==> src/rtl/stopwatch_ctrl_pkg.sv <==
// Shared types and constants for the stopwatch controller and its BCD digit chain.
package stopwatch_ctrl_pkg;

  typedef enum logic [1:0] {
    IDLE  = 2'd0,
    RUN   = 2'd1,
    LAP   = 2'd2,
    PAUSE = 2'd3
  } state_t;

  localparam int DIGIT_W = 4;
  localparam logic [DIGIT_W-1:0] BCD_MAX = 4'd9;

endpackage

==> src/rtl/stopwatch_ctrl_bcd_digit.sv <==
// One decimal digit of the stopwatch count; wraps 9 -> 0 and flags the carry into the next digit.
module stopwatch_ctrl_bcd_digit
  import stopwatch_ctrl_pkg::*;
(
  input  logic               clk,
  input  logic               rst,
  input  logic               i_en,
  input  logic               i_clr,
  output logic [DIGIT_W-1:0] o_q,
  output logic               o_carry
);

  logic [DIGIT_W-1:0] r_q;

  // Synchronous clear outranks counting so a clear from PAUSE always lands on zero.
  always_ff @(posedge clk or negedge rst) begin
    if (!rst) begin
      r_q <= '0;
    end else if (i_clr) begin
      r_q <= '0;
    end else if (i_en) begin
      r_q <= (r_q == BCD_MAX) ? '0 : r_q + DIGIT_W'(1);
    end
  end

  assign o_q     = r_q;
  assign o_carry = i_en && (r_q == BCD_MAX);

endmodule

==> src/rtl/stopwatch_ctrl.sv <==
// Stopwatch control: FSM, tick prescaler, BCD digit chain, lap snapshot and sticky overflow.
module stopwatch_ctrl
  import stopwatch_ctrl_pkg::*;
#(
  parameter int TICK_DIV = 10,
  parameter int DIGITS   = 4
) (
  input  logic                        clk,
  input  logic                        rst,
  input  logic                        i_start_stop,
  input  logic                        i_lap,
  input  logic                        i_clear,
  output logic [DIGIT_W*DIGITS-1:0]   o_display,
  output logic                        o_running,
  output logic                        o_lap_active,
  output logic                        o_overflow
);

  localparam int PW = $clog2(TICK_DIV);
  localparam logic [PW-1:0] TICK_LAST = PW'(TICK_DIV - 1);

  state_t                      r_state;
  logic [PW-1:0]               r_presc;
  logic [DIGIT_W*DIGITS-1:0]   r_snap;
  logic                        r_running;
  logic                        r_lap_active;
  logic                        r_overflow;

  logic                        w_counting;
  logic                        w_tick;
  logic                        w_clear_ok;
  logic                        w_lap_enter;
  logic                        w_wrap;
  logic [DIGIT_W*DIGITS-1:0]   w_count;

  assign w_counting  = (r_state == RUN) || (r_state == LAP);
  assign w_tick      = w_counting && (r_presc == TICK_LAST);
  // start_stop wins over lap and clear, so the lower-priority pulses only act when it is absent.
  assign w_clear_ok  = (r_state == PAUSE) && i_clear && !i_start_stop;
  assign w_lap_enter = (r_state == RUN) && i_lap && !i_start_stop;

  for (genvar i = 0; i < DIGITS; i++) begin : g_digit
    logic w_en;
    logic w_carry;
    if (i == 0) begin : g_first
      assign w_en = w_tick;
    end else begin : g_next
      assign w_en = g_digit[i-1].w_carry;
    end
    stopwatch_ctrl_bcd_digit u_digit (
      .clk     (clk),
      .rst     (rst),
      .i_en    (w_en),
      .i_clr   (w_clear_ok),
      .o_q     (w_count[i*DIGIT_W +: DIGIT_W]),
      .o_carry (w_carry)
    );
  end

  assign w_wrap = g_digit[DIGITS-1].w_carry;

  // Outputs are updated together with the state so they reflect the new state right after the edge.
  always_ff @(posedge clk or negedge rst) begin
    if (!rst) begin
      r_state      <= IDLE;
      r_running    <= 1'b0;
      r_lap_active <= 1'b0;
    end else begin
      unique case (r_state)
        IDLE: begin
          if (i_start_stop) begin
            r_state   <= RUN;
            r_running <= 1'b1;
          end
        end
        RUN: begin
          if (i_start_stop) begin
            r_state   <= PAUSE;
            r_running <= 1'b0;
          end else if (i_lap) begin
            r_state      <= LAP;
            r_lap_active <= 1'b1;
          end
        end
        LAP: begin
          if (i_start_stop) begin
            r_state      <= PAUSE;
            r_running    <= 1'b0;
            r_lap_active <= 1'b0;
          end else if (i_lap) begin
            r_state      <= RUN;
            r_lap_active <= 1'b0;
          end
        end
        PAUSE: begin
          if (i_start_stop) begin
            r_state   <= RUN;
            r_running <= 1'b1;
          end else if (i_clear) begin
            r_state <= IDLE;
          end
        end
        default: begin
          r_state      <= IDLE;
          r_running    <= 1'b0;
          r_lap_active <= 1'b0;
        end
      endcase
    end
  end

  // PAUSE keeps the prescaler phase so a resumed run finishes the interrupted tick period.
  always_ff @(posedge clk or negedge rst) begin
    if (!rst) begin
      r_presc <= '0;
    end else if (w_counting) begin
      r_presc <= w_tick ? '0 : r_presc + PW'(1);
    end else if ((r_state == IDLE) || w_clear_ok) begin
      r_presc <= '0;
    end
  end

  always_ff @(posedge clk or negedge rst) begin
    if (!rst) begin
      r_snap     <= '0;
      r_overflow <= 1'b0;
    end else begin
      if (w_lap_enter) begin
        r_snap <= w_count;
      end
      if (w_clear_ok) begin
        r_overflow <= 1'b0;
      end else if (w_wrap) begin
        r_overflow <= 1'b1;
      end
    end
  end

  assign o_display    = r_lap_active ? r_snap : w_count;
  assign o_running    = r_running;
  assign o_lap_active = r_lap_active;
  assign o_overflow   = r_overflow;

endmodule
==> config.mk <==
export PLATFORM = sky130hd
export DESIGN_NAME = stopwatch_ctrl
export DESIGN_NICKNAME = d
export VERILOG_FILES = /design/src/rtl/stopwatch_ctrl_pkg.sv /design/src/rtl/stopwatch_ctrl_bcd_digit.sv /design/src/rtl/stopwatch_ctrl.sv
export SDC_FILE = /design/constraint.sdc
export NUM_CORES = 1
export LEC_CHECK = 0
export BUFFER_PORTS_ARGS = -buffer_cell sky130_fd_sc_hd__clkbuf_2
export CAP_MARGIN = 20
export CORE_MARGIN = 4
export CORE_UTILIZATION = 41
export DETAILED_ROUTE_END_ITERATION = 10
export GPL_ROUTABILITY_DRIVEN = 0
export PLACE_DENSITY_LB_ADDON = 0.12
export SYNTH_ARGS = -nofsm -noshare
export SYNTH_HDL_FRONTEND = slang
export SYNTH_SLANG_ARGS = --single-unit
==> constraint.sdc <==
create_clock -name clk -period 3.7 [get_ports clk]
set_input_delay 0.185 -clock clk [delete_from_list [all_inputs] [get_ports clk]]
set_output_delay 0.185 -clock clk [all_outputs]
set_load 0.03 [all_outputs]
==> impl_metrics.toml <==
[global_routing]
grt_max_degree = 42
grt_pass1_vias = 1542
grt_overflow_total = 0
grt_use_total_pct = 13.26
grt_pass1_wl_mm = 7.514
antenna_found_initial = 0

[worst_setup_path]
worstPathMaxFanout = 12
cp.required_ns = 3.92
endpoint_kind = "register"
cp.arrival_ns = 2.63
cp-start-kind = "register"
path_class = "register to register"

[sta]
drv_slew = 0
setup_tns_ns = 0
rsz0062_at_grt = "no"
timing.fmax_mhz = 413.6
period_share_pct = 65.34
worst_pin_slew_ns = 0.8634
period_minus_slack_ns = 2.418
fin_ws_ns = 1.282
timing_hold_violations_final = 0
setup_violations = 0
max-slew-margin-rel_pct = 42.44
finalClockSkew_ns = 0.007796

[route]
via_per_inst = 5.179
via_count = 1647
wl_per_cell_um = 13.67
ant_nets = 0
drt_pass1_iterations = 4
drtIter0Drc = 36
drc = 0
drt_wl_total_mm = 4.346

[synthesis]
synth_cell_type_count = 41
synth_top_family_by_area = "simple AND/OR/NAND/NOR gates"
async_flop_share_pct = 100.0
synth_edf_count = 0
synthCells = 226
syn_area_um2 = 2310
seq_area_frac_synth_pct = 44.42
ys_seq_elements = 41
syn_area_per_cell_um2 = 10.22
synth_xor_area_share_pct = 0.7584
synthFlopType = "dfrtp_1"
synth-simple-area-share_pct = 18.04
synth_adder_area_share_pct = 8.126
yosysWarnings = 0
yosys-mux-area-fraction_pct = 13.87
syn-num-nets = 246
synth_compound_area_share_pct = 10.02

[pwr]
ir_worst_vdd_uv = 362.2
power.density_nw_per_um2 = 799.0
p_leak_nw = 1.222

[placement]
io_buffers = 23
dpl.cell_count = 309
pre_cts_ws_ns = 1.275
hpwl_mm = 2.914

[floorplan]
pin_count = 24
die_x_um = 83.06
dieArea_um2 = 6898
start_util_pct = 42.20
die_y_um = 83.06
core_um2 = 5473
row_count = 27

[layout]
drive_gt1_share_pct = 25.61
fin_cells = 318
num-fill-cells = 537
final_cell_mix = "41 x dfrtp_1, 24 x mux2_2, 24 x nand2_1, 23 x clkbuf_2"
final_common_cell = "dfrtp_1"
n_antenna_cell = 0
nets = 266
area_delta_synth_final_pct = 11.86

[clock_tree]
h-tree-depth = 2
cts_root_buf = "clkbuf_8"
cts_tree = "built"
cts.sinks = 41
cts.clk_slew.worst_paths_ns = 0.08
clk_latency_ns = 0.29
cts_buffers = 5
clk_path_buf_depth = 2

[run_status]
status = "complete, no violations"

[worst_hold_path]
hp-class = "primary input to register"

[job]
drv_cap = 0
[metal layers]
metal  vias to the layer above  wire (µm)  GRT usage (%)
met4                         0         58          4.012
met5                         -          0              0
met2                        22       2015          21.21
met3                         6        150          3.671
met1                       778       2122          17.46
li1                        841          -              -
[synth_stat cells (all sizes together) (2+ instances only)]
cell / number / area (µm²)
ha: 15 / 187.7
nand2: 24 / 90.09
nor2: 14 / 52.55
nor3: 5 / 25.02
and3b: 4 / 35.03
mux2i: 5 / 50.05
nor4: 3 / 18.77
o21ai: 15 / 75.07
a21oi: 13 / 65.06
or2: 2 / 12.51
dfrtp: 41 / 1026
buf: 5 / 38.78
a31oi: 2 / 12.51
mux2: 24 / 270.3
nand3b: 3 / 22.52
clkbuf: 7 / 26.28
nand4: 4 / 40.04
or3: 5 / 31.28
inv: 12 / 45.04
a31o: 2 / 17.52
nand3: 6 / 35.03
[state kept, by name, summed over array words and instances (netlist names)]
name and cells:
o_running 1, r_snap 16, o_lap_active 1, r_presc 4, g_digit.u_digit.o_q 16, r_state 2
o_overflow 1
[critical path, stage by stage, from the launching register on]
cell     delay (ns)
dfrtp_1        0.42
inv_1          0.12
ha_1           0.49
and4b_1        0.50
nand4_4        0.16
or4_1          0.49
a21oi_1        0.15
[where the power goes]
group	switching [mW]	total, mW	internal, mW
clock network	0.155	0.351	0.196
logic	0.554	0.942	0.388
registers	0.166	0.772	0.605
[metrics by stage]
stage                     hold WS (ns)  power, mW  utilization (%)  cell area [µm²]
final                           0.2108      2.064            47.21             2584
after global routing            0.2322      2.227            47.21             2584
after CTS                       0.1025      2.096            46.66             2554
after detailed placement        0.4281      1.735            44.76             2450
after global placement          0.4330      1.724            44.76             2450
after floorplan                -0.1106      1.474                -             2310
[cell families after synthesis]
family	after synthesis
compound gates	38
buf+inv	24
simple gates	77
fa+ha+maj	15
flops	41
xor+xnor	2
mux	29
[path summary, 6_finish.rpt]
kind	endpoint	start	slack, ns	cells after the start
max	g_digit[3].u_digit.o_q[2]$_DFFE_PN0P_	r_state[0]$_DFFE_PN0P_	1.28	6
min	o_running$_DFFE_PN0P_	i_start_stop	0.21	2
max reg2reg	g_digit[3].u_digit.o_q[2]$_DFFE_PN0P_	r_state[0]$_DFFE_PN0P_	1.28	6
min reg2reg	r_snap[13]$_DFFE_PN0P_	r_snap[13]$_DFFE_PN0P_	0.48	2
max in group asynchronous	g_digit[1].u_digit.o_q[0]$_DFFE_PN0P_	rst	2.89	3
min in group asynchronous	r_snap[11]$_DFFE_PN0P_	rst	0.33	2
[final cells by class]
cell class                      count  area, µm²  share of cell area (%)
Inverter                           12      45.04                   1.743
Timing Repair Buffer               25      145.1                   5.617
Sequential cell                    41       1026                   39.71
Clock buffer                        5      68.82                   2.663
Tap cell                           72      90.09                   3.487
Clock inverter                      2      35.03                   1.356
Multi-Input combinational cell    161       1174                   45.42
[what timing repair did]
action                                 CTS  global route
resized for setup                        0             0
hold buffers                             0             1
setup buffers                            0             0
endpoints found under the hold margin    0            12
Note: power is estimated with default switching activity, not from simulation.
